--- src/rtl/loop_event_pkg.sv ---
// Shared types for the loop event recorder: record kinds, the buffered
// record layout, FSM states and a saturating counter helper.
package loop_event_pkg;

  localparam int REC_TS_W  = 32;
  localparam int REC_CNT_W = 16;
  localparam int REC_DEPTH = 8;

  typedef enum logic [1:0] {
    REC_START  = 2'd0,
    REC_DONE   = 2'd1,
    REC_STALL  = 2'd2,
    REC_FINISH = 2'd3
  } rec_kind_e;

  typedef struct packed {
    rec_kind_e              kind;
    logic [REC_TS_W-1:0]    ts;
    logic [REC_CNT_W-1:0]   data;
  } rec_t;

  typedef enum logic [1:0] {
    ST_IDLE      = 2'd0,
    ST_ACTIVE    = 2'd1,
    ST_WAIT_CONT = 2'd2,
    ST_STOPPED   = 2'd3
  } fsm_state_e;

  // Counters stick at all-ones instead of wrapping back to zero.
  function automatic logic [REC_CNT_W-1:0] sat_inc(input logic [REC_CNT_W-1:0] v);
    return (v == '1) ? v : v + 1'b1;
  endfunction

endpackage

--- src/rtl/event_rec_fifo.sv ---
// Small synchronous FIFO of event records. The head entry is read straight
// out of the storage registers, so a pushed record is visible the cycle after
// the push. Drop accounting for pushes into a full FIFO lives in the caller.
module event_rec_fifo
  import loop_event_pkg::*;
#(
  parameter int DEPTH = REC_DEPTH
) (
  input  logic clock,
  input  logic reset,
  input  logic push,
  input  rec_t push_data,
  input  logic pop,
  output rec_t head,
  output logic empty,
  output logic full
);

  localparam int AW = $clog2(DEPTH);

  // One extra pointer bit separates "full" from "empty" once the pointers wrap.
  logic [AW:0] wr_ptr_q, wr_ptr_d;
  logic [AW:0] rd_ptr_q, rd_ptr_d;
  rec_t        mem_q [DEPTH];
  rec_t        mem_d [DEPTH];
  logic        wr_en;
  logic        rd_en;

  assign empty = (wr_ptr_q == rd_ptr_q);
  assign full  = (wr_ptr_q[AW] != rd_ptr_q[AW]) &&
                 (wr_ptr_q[AW-1:0] == rd_ptr_q[AW-1:0]);
  assign rd_en = pop & ~empty;
  assign wr_en = push & (~full | rd_en);
  assign head  = mem_q[rd_ptr_q[AW-1:0]];

  // Next-state for storage and pointers; a write into a full FIFO reuses the
  // slot that the simultaneous pop is releasing.
  always_comb begin
    mem_d    = mem_q;
    wr_ptr_d = wr_ptr_q;
    rd_ptr_d = rd_ptr_q;
    if (wr_en) begin
      mem_d[wr_ptr_q[AW-1:0]] = push_data;
      wr_ptr_d = wr_ptr_q + 1'b1;
    end
    if (rd_en) begin
      rd_ptr_d = rd_ptr_q + 1'b1;
    end
  end

  // Register storage and pointers; reset clears contents so the outputs read 0.
  always_ff @(posedge clock) begin
    if (reset) begin
      wr_ptr_q <= '0;
      rd_ptr_q <= '0;
      for (int i = 0; i < DEPTH; i++) begin
        mem_q[i] <= '0;
      end
    end else begin
      wr_ptr_q <= wr_ptr_d;
      rd_ptr_q <= rd_ptr_d;
      mem_q    <= mem_d;
    end
  end

endmodule

--- src/rtl/loop_event_recorder.sv ---
// Event front-end for dataflow profiling: turns one kernel's block-level
// handshake and loop iteration strobes into timestamped START/DONE/STALL/
// FINISH records and buffers them for a valid/ready consumer.
module loop_event_recorder
  import loop_event_pkg::*;
#(
  parameter int TS_W  = REC_TS_W,
  parameter int CNT_W = REC_CNT_W,
  parameter int DEPTH = REC_DEPTH
) (
  input  logic             clock,
  input  logic             reset,
  input  logic             ap_start,
  input  logic             ap_ready,
  input  logic             ap_done,
  input  logic             ap_continue,
  input  logic             iter_end,
  input  logic             finish,
  output logic             rec_valid,
  input  logic             rec_ready,
  output logic [1:0]       rec_kind,
  output logic [TS_W-1:0]  rec_ts,
  output logic [CNT_W-1:0] rec_data,
  output logic             overflow,
  output logic [CNT_W-1:0] drop_cnt
);

  fsm_state_e       state_q, state_d;
  logic [TS_W-1:0]  ts_q, ts_d;
  logic [CNT_W-1:0] txn_idx_q, txn_idx_d;
  logic [CNT_W-1:0] iter_cnt_q, iter_cnt_d;
  logic [CNT_W-1:0] wait_cnt_q, wait_cnt_d;
  logic             finish_pend_q, finish_pend_d;
  logic             overflow_q, overflow_d;
  logic [CNT_W-1:0] drop_cnt_q, drop_cnt_d;

  logic             push;
  rec_t             push_rec;
  logic [CNT_W-1:0] iter_next;
  logic             pop;
  logic             drop;
  logic             fifo_empty;
  logic             fifo_full;
  rec_t             head;

  // ap_ready carries no information the records need.
  logic             unused_ap_ready;
  assign unused_ap_ready = ap_ready;

  assign rec_valid = ~fifo_empty;
  assign pop       = rec_valid & rec_ready;
  assign drop      = push & fifo_full & ~pop;
  assign rec_kind  = head.kind;
  assign rec_ts    = head.ts;
  assign rec_data  = head.data;
  assign overflow  = overflow_q;
  assign drop_cnt  = drop_cnt_q;

  // Handshake tracking and record generation; at most one push per cycle,
  // with a pending FINISH waiting for a cycle that has no other record.
  always_comb begin
    state_d       = state_q;
    ts_d          = ts_q + 1'b1;
    txn_idx_d     = txn_idx_q;
    iter_cnt_d    = iter_cnt_q;
    wait_cnt_d    = wait_cnt_q;
    finish_pend_d = finish_pend_q;
    overflow_d    = overflow_q | drop;
    drop_cnt_d    = drop ? sat_inc(drop_cnt_q) : drop_cnt_q;
    push          = 1'b0;
    push_rec      = '{kind: REC_START, ts: ts_q, data: '0};
    iter_next     = iter_end ? sat_inc(iter_cnt_q) : iter_cnt_q;

    if (state_q != ST_STOPPED && finish) begin
      finish_pend_d = 1'b1;
    end

    case (state_q)
      ST_IDLE: begin
        if (ap_start) begin
          push          = 1'b1;
          push_rec.kind = REC_START;
          push_rec.data = txn_idx_q;
          txn_idx_d     = sat_inc(txn_idx_q);
          iter_cnt_d    = '0;
          state_d       = ST_ACTIVE;
        end
      end
      ST_ACTIVE: begin
        iter_cnt_d = iter_next;
        if (ap_done) begin
          push          = 1'b1;
          push_rec.kind = REC_DONE;
          push_rec.data = iter_next;
          if (ap_continue) begin
            state_d = ST_IDLE;
          end else begin
            wait_cnt_d = '0;
            state_d    = ST_WAIT_CONT;
          end
        end
      end
      ST_WAIT_CONT: begin
        if (ap_continue) begin
          push          = 1'b1;
          push_rec.kind = REC_STALL;
          push_rec.data = sat_inc(wait_cnt_q);
          state_d       = ST_IDLE;
        end else begin
          wait_cnt_d = sat_inc(wait_cnt_q);
        end
      end
      default: begin
      end
    endcase

    if (state_q != ST_STOPPED && finish_pend_q && !push) begin
      push          = 1'b1;
      push_rec.kind = REC_FINISH;
      push_rec.data = txn_idx_q;
      state_d       = ST_STOPPED;
    end
  end

  // State, counters and sticky overflow status.
  always_ff @(posedge clock) begin
    if (reset) begin
      state_q       <= ST_IDLE;
      ts_q          <= '0;
      txn_idx_q     <= '0;
      iter_cnt_q    <= '0;
      wait_cnt_q    <= '0;
      finish_pend_q <= 1'b0;
      overflow_q    <= 1'b0;
      drop_cnt_q    <= '0;
    end else begin
      state_q       <= state_d;
      ts_q          <= ts_d;
      txn_idx_q     <= txn_idx_d;
      iter_cnt_q    <= iter_cnt_d;
      wait_cnt_q    <= wait_cnt_d;
      finish_pend_q <= finish_pend_d;
      overflow_q    <= overflow_d;
      drop_cnt_q    <= drop_cnt_d;
    end
  end

  event_rec_fifo #(
    .DEPTH(DEPTH)
  ) u_fifo (
    .clock     (clock),
    .reset     (reset),
    .push      (push),
    .push_data (push_rec),
    .pop       (pop),
    .head      (head),
    .empty     (fifo_empty),
    .full      (fifo_full)
  );

endmodule

--- config.mk ---
export PLATFORM = sky130hd
export DESIGN_NAME = loop_event_recorder
export DESIGN_NICKNAME = d
export VERILOG_FILES = /design/src/rtl/loop_event_pkg.sv /design/src/rtl/event_rec_fifo.sv /design/src/rtl/loop_event_recorder.sv
export SDC_FILE = /design/constraint.sdc
export NUM_CORES = 1
export LEC_CHECK = 0
export ABC_AREA = 1
export BUFFER_PORTS_ARGS = -buffer_cell sky130_fd_sc_hd__buf_2
export CAP_MARGIN = 20
export CORE_ASPECT_RATIO = 1.75
export CORE_MARGIN = 2
export CORE_UTILIZATION = 24
export DETAILED_ROUTE_END_ITERATION = 8
export MAX_ROUTING_LAYER = met4
export PLACE_DENSITY = 0.47
export SETUP_SLACK_MARGIN = 0.3
export SLEW_MARGIN = 40
export SYNTH_ARGS = -nofsm -noshare
export SYNTH_HDL_FRONTEND = slang
export SYNTH_HIERARCHICAL = 1
export SYNTH_SLANG_ARGS = --single-unit
--- constraint.sdc ---
create_clock -name clock -period 2.8 [get_ports clock]
set_clock_uncertainty 0.2 [all_clocks]
set_input_delay 0.56 -clock clock [delete_from_list [all_inputs] [get_ports clock]]
set_output_delay 0.56 -clock clock [all_outputs]
set_load 0.02 [all_outputs]
==> out/metrics.yaml, run 1 <==
synthesis:
  synth_area_um2: 29300
  yosys_register_bits: 508
  synthesis.nets: 4825
  ys_async_sr_fraction_pct: 0
  yosysSeqAreaShare_pct: 34.7
  syn-mean-instance-area_um2: 6.09
  synth_edf_count: 0
  synth_warnings: 6
  synth_flop_cell: "dfxtp_1"
  syn_inst: 4804
  yosysUniqueCellTypes: 43
critical_path:
  cp_slowest_stage_delay_ps: 370
  cp-end-kind: "primary output"
  cp.arrival_ps: 2340
  cp.buffers_inverters: 5
  r2r-start: "u_fifo/rd_ptr_q[0]$_SDFFE_PP0P_"
  path_max_fanout: 8
  reg2regPathDepth: 15
  start_kind: "flop"
  startpoint: "u_fifo/rd_ptr_q[0]$_SDFFE_PP0P_"
  r2r_end: "u_fifo/mem_q[352]$_SDFFE_PP0P_"
  setup.worst_path.class: "reg2out"
  worst-path-stages: 8
  reg2reg_setup_slack_ps: 290
  slowest_stage: "dfxtp_4"
  required_ps: 2040
  path_delay_family: "buffers and inverters"
  endpoint: "rec_ts[29]"
  crit_chain: "buf_12 -> buf_16 -> buf_16 -> buf_12 -> a21oi_1 -> o21ai_1 -> a31oi_2 -> buf_4"
timing:
  finalCriticalPeriod_ps: 3100
  worstMarginPinSlew_ps: 649
  setup_tns_ps: -9170
  setup_viol: 50
  finalMaxSlewViolations: 0
  finalHoldViolations: 0
  rsz0062_at_grt: "true"
  period_share_pct: 111
  fmax_mhz: 323
  fin_ws_ps: -297
  slew_headroom_pct: 56.5
  fin_hold_ws_ps: 90.8
global_routing:
  grt_max_degree: 121
  antenna_found_initial: 3
  grt_first_pass_wirelength_mm: 170
  grt-ovfl-total: 0
  grt_pass1_vias: 27616
  grt.total_usage_pct: 18.0
floorplanning:
  rows: 169
  core_um2: 121000
  start_util_pct: 24.2
  fp.dieH_um: 466
  fp.dieW_um: 268
  dieArea_um2: 125000
  ios: 77
run_status:
  status: "finished, violations left"
  violations: "setup timing"
placed_design:
  gp_congestion: 0.864
  io_buffers: 75
  hpwl_mm: 62.9
final_layout:
  nets: 4857
  drive_gt1_share_pct: 12.4
  regArea_um2: 10200
  n_fill_cell: 13251
  multi_input_area_um2: 14700
  syn2layout_area_growth_pct: 24.8
  final_util_pct: 30.1
  final_common_cell: "nand2_1"
  final_cell_mix: "nand2_1 (1190), inv_1 (932), nor2_1 (546), dfxtp_1 (495), nand4_1 (419)"
detailed_routing:
  ant_nets: 0
  highest-signal-layer: "met4"
  first_pass_iters: 7
  m1WireLength_mm: 48.0
  via_count: 29531
  drt_iter0_drc: 2024
  routed-wl-met3_mm: 4.41
  dr_wl_met2_mm: 60.0
  routedWlPerCell_um: 17.9
  vias_per_cell: 4.54
  drc: 0
  routed_wl_mm: 116
pwr:
  peakVddDrop_mv: 0.728
  p_per_area_nw_per_um2: 968
  p_leak_nw: 16.1
worst_hold_path:
  whs_path_depth: 2
  hold_class: "in2reg"
clock_network:
  clock_sinks: 508
  cts-buffers-inserted: 57
  cts_tree: "yes"
  clk_pin_slew_ps: 70
  cts.path.max_buffers: 3
  cts_root_buf: "clkbuf_16"
  htree_levels: 2
  clk_latency_ps: 650
flow_run:
  cap_violations: 0
state kept, by name (all words and copies together), names as in the netlist:
| signal | count |
|---|---|
| drop_cnt | 16 |
| finish_pend_q | 1 |
| iter_cnt_q | 16 |
| overflow | 1 |
| state_q | 2 |
| ts_q | 32 |
| txn_idx_q | 16 |
| u_fifo/mem_q | 400 |
| u_fifo/rd_ptr_q | 4 |
| u_fifo/wr_ptr_q | 4 |
| wait_cnt_q | 16 |
metrics by stage:
step / cells / total power [W] / cell area [um^2] / setup WS (ps)
finish: 6503 / 0.0354 / 36500 / -297
CTS: 6472 / 0.0347 / 35500 / -349
global route: 6502 / 0.0375 / 36500 / -363
floorplan: 4804 / 0.0179 / 29300 / 365
global placement: 6323 / 0.0237 / 31900 / 2.26
detailed placement: 6323 / 0.0237 / 31900 / 6.57
what timing repair did:
action | in CTS | in global routing
endpoints found under the setup margin | 469 | 474
resized for setup | 268 | 137
pin swaps | 54 | 42
hold buffers | 1 | 0
setup buffers | 25 | 13
cloned | 25 | 14
endpoints found under the hold margin | 1 | 0
cells in the mapped netlist (2+ instances only):
cell         n  area share (%)
xor2_1      28            0.84
o21ai_0    229             3.9
clkinv_1     3           0.038
nand4_2      2           0.085
a21oi_1    292             5.0
xnor2_1     18            0.54
a31oi_1     53             1.1
or2_0        2           0.043
nor3_1      24            0.41
a22oi_1      2           0.051
nand2_1   1198              15
buf_6       44             1.7
buf_4        3           0.077
nor4_1       3           0.064
buf_1       34            0.44
nand4_1    419             9.0
inv_1      950              12
o211ai_1     8            0.21
clkbuf_1   188             2.4
or2_2       12            0.26
nor2_1     566             7.3
nand3_1    106             1.8
ha_1        12            0.51
or3_1        2           0.043
nor3_2       7            0.24
nand2_2      4           0.085
nand3b_1     4            0.10
nor2_2       4           0.085
inv_2        9            0.12
dfxtp_1    508              35
buf_2       58            0.99
logic make-up (layout without fill, tap and decap cells):
| kind of cell | after synthesis | in the layout | share of synthesized area [%] |
|---|---|---|---|
| and+or+nand+nor | 2359 | 2359 | 35.0 |
| buffers and inverters | 1290 | 1361 | 18.0 |
| AOI/OAI and AO/OA | 589 | 589 | 10.4 |
| DFF | 508 | 508 | 34.7 |
| xor gates and xnor gates | 46 | 46 | 1.38 |
| adders and majority gates | 12 | 12 | 0.513 |
| other | 0 | 4 | 0 |
area by class of cell:
cell class	instances	share of cell area [%]
multi-input combinational	3006	40.3
clock inverter	12	0.373
sequential	508	27.9
tap	1624	5.56
inverter	963	10.0
clock buffer	86	4.76
antenna	4	0.0274
timing repair buffer	300	11.1
report_power, final:
group | leakage, nW | switching [W] | total [W] | internal, W
registers | 4.12 | 0.000460 | 0.00881 | 0.00835
logic | 11.0 | 0.0115 | 0.0188 | 0.00732
clock network | 0.932 | 0.00335 | 0.00778 | 0.00443
total | 16.1 | 0.0153 | 0.0354 | 0.0201
metal layers:
layer,track usage [%],vias to the layer above
met5,-,-
met2,32.6,586
met1,20.8,13716
met4,5.42,0
li1,-,15053
met3,1.89,176
worst min-delay path by stage:
stage,end,start
after floorplan,ts_q[0]$_SDFF_PP0_,ts_q[0]$_SDFF_PP0_
after global placement,ts_q[0]$_SDFF_PP0_,ts_q[0]$_SDFF_PP0_
after detailed placement,ts_q[0]$_SDFF_PP0_,ts_q[0]$_SDFF_PP0_
after CTS,ts_q[1]$_SDFF_PP0_,reset
after global routing,ts_q[0]$_SDFF_PP0_,reset
final,ts_q[0]$_SDFF_PP0_,reset
Note: power is estimated with default switching activity, not from simulation.
==> run 2, diff against run 1 <==
--- a/config.mk
+++ b/config.mk
@@ -14,6 +14,7 @@
 export DETAILED_ROUTE_END_ITERATION = 8
 export MAX_ROUTING_LAYER = met4
 export PLACE_DENSITY = 0.47
+export REMOVE_ABC_BUFFERS = 1
 export SETUP_SLACK_MARGIN = 0.3
 export SLEW_MARGIN = 40
 export SYNTH_ARGS = -nofsm -noshare
==> out/metrics.yaml, run 2 (synthesis results as in run 1) <==
final_layout:
  final_cell_mix: "nand2_1 (1195), inv_1 (936), nor2_1 (554), dfxtp_1 (503), nand4_1 (419)"
  final_util_pct: 29.5
  top_regs: "u_fifo/mem_q (400), ts_q (32)"
  largest_reg_flops: 400
  top_register: "u_fifo/mem_q"
  drive_gt1_share_pct: 10.8
  regArea_um2: 10200
  final_common_cell: "nand2_1"
  n_fill_cell: 13348
  design_area_um2: 35700
  syn2layout_area_growth_pct: 22.1
  nets: 4852
  multi_input_area_um2: 14300
critical_path:
  crit_chain: "buf_12 -> buf_8 -> buf_12 -> a21oi_2 -> o21ai_1 -> nand2_1 -> nor2_2 -> a31oi_1 -> buf_4 -> buf_6"
  cpMostUsedCell: "buf_12"
  required_ps: 2040
  setup.worst_path.class: "reg2out"
  slowest_stage: "dfxtp_4"
  start_kind: "flop"
  cp.buffers_inverters: 5
  cp_slowest_stage_delay_ps: 400
  path_delay_family: "buffers and inverters"
  path_max_fanout: 6
  cp.arrival_ps: 2300
  cp-end-kind: "primary output"
clock_network:
  clk_pin_slew_ps: 60
  cts_tree: "yes"
  cts.path.max_buffers: 3
  cts_root_buf: "clkbuf_16"
  htree_levels: 2
  cts-buffers-inserted: 55
  clock_sinks: 508
  clk_latency_ps: 650
detailed_routing:
  routedWlPerCell_um: 17.6
  ant_nets: 0
  routed-wl-met3_mm: 4.10
  drc: 0
  drt_iter0_drc: 1905
  vias_per_cell: 4.55
  dr_wl_met2_mm: 59.4
  first_pass_iters: 5
  highest-signal-layer: "met4"
  routed_wl_mm: 114
  via_count: 29553
  m1WireLength_mm: 46.5
timing:
  slew_headroom_pct: 62.0
  fin_ws_ps: -263
  finalMaxSlewViolations: 0
  setup_viol: 50
  fmax_mhz: 326
  worstMarginPinSlew_ps: 569
  rsz0062_at_grt: "true"
  finalCriticalPeriod_ps: 3060
  finalHoldViolations: 0
  period_share_pct: 109
placed_design:
  hpwl_mm: 63.4
  io_buffers: 75
  place_ws_ps: 30.0
  gp_congestion: 0.880
  placed_cell_area_um2: 31900
floorplanning:
  fp.dieW_um: 268
  core_um2: 121000
  ios: 77
  dieArea_um2: 125000
  start_util_pct: 24.2
  fp.dieH_um: 466
  rows: 169
pwr:
  switching_power_w: 0.0147
  finalPower_w: 0.0341
  peakVddDrop_mv: 0.613
  p_int_w: 0.0193
  netSwitchingFraction_pct: 43.3
  p_leak_nw: 15.8
  p_per_area_nw_per_um2: 953
  p_seq_share_pct: 25.9
  p_comb_share_pct: 50.7
  power_frac_clock_pct: 23.5
global_routing:
  antenna_found_initial: 1
  grt_first_pass_wirelength_mm: 170
  grt_max_degree: 114
  grt.total_usage_pct: 18.0
  grt_pass1_vias: 28164
  grt-ovfl-total: 0
worst_hold_path:
  hold_class: "in2reg"
flow_run:
  cap_violations: 0
run_status:
  violations: "setup timing"
  status: "finished, violations left"
[run 2: through the flow]
stage	hold WS (ps)	instances	setup TNS (ps)
2_1_floorplan	230	4477	-6119860
3_3_place_gp	253	6332	0
3_5_place_dp	263	6332	0
4_1_cts	7.76	6485	-11810
5_1_grt	56.4	6498	-15090
6_report	52.0	6499	-8460
[run 2: per-layer routing]
metal  vias up  global-route usage, %
li1      15011                      -
met1     13721                   20.1
met2       619                   33.2
met3       202                   1.80
met4         0                   5.74
met5         -                      -
[run 2: worst paths after layout]
kind / startpoint / end / slack, ps / cells after the start
worst min-delay path: reset / overflow$_SDFF_PP0_ / 50 / 2
worst max-delay path: u_fifo/rd_ptr_q[0]$_SDFFE_PP0P_ / rec_ts[8] / -260 / 10
worst min register to register: overflow$_SDFF_PP0_ / overflow$_SDFF_PP0_ / 270 / 2
worst max register to register: u_fifo/rd_ptr_q[0]$_SDFFE_PP0P_ / u_fifo/mem_q[100]$_SDFFE_PP0P_ / 100 / 15
[run 2: power groups by stage]
stage,logic [W],clock network [W],registers [W]
final,0.0173,0.00799,0.00881
after floorplan,0.00669,0,0.00876
after global placement,0.0145,0,0.00896
after detailed placement,0.0145,0,0.00898
after CTS,0.0166,0.00822,0.00880
after global routing,0.0189,0.00844,0.00893
[run 2: worst register-to-register path: cells and delay by family, from the launching register on]
kind                   cells  cell delay (ps)
buffers and inverters      8             1370
AND/OR/NAND/NOR            7              580
flip-flops                 1              440
[run 2: what timing repair did]
item | CTS | global route
endpoints found under the hold margin | 1 | 0
resized for setup | 205 | 63
endpoints found under the setup margin | 467 | 482
cloned | 20 | 12
hold buffers | 1 | 0
buffers inserted | 32 | 1
pin swaps | 38 | 24
[run 2: layout make-up]
class	instances	share of cell area, %
tap	1624	5.68
clock inverter	17	0.781
clock buffer	83	4.60
timing repair buffer	296	10.2
inverter	963	10.2
multi-input combinational	3007	40.1
antenna	1	0.00700
sequential	508	28.5
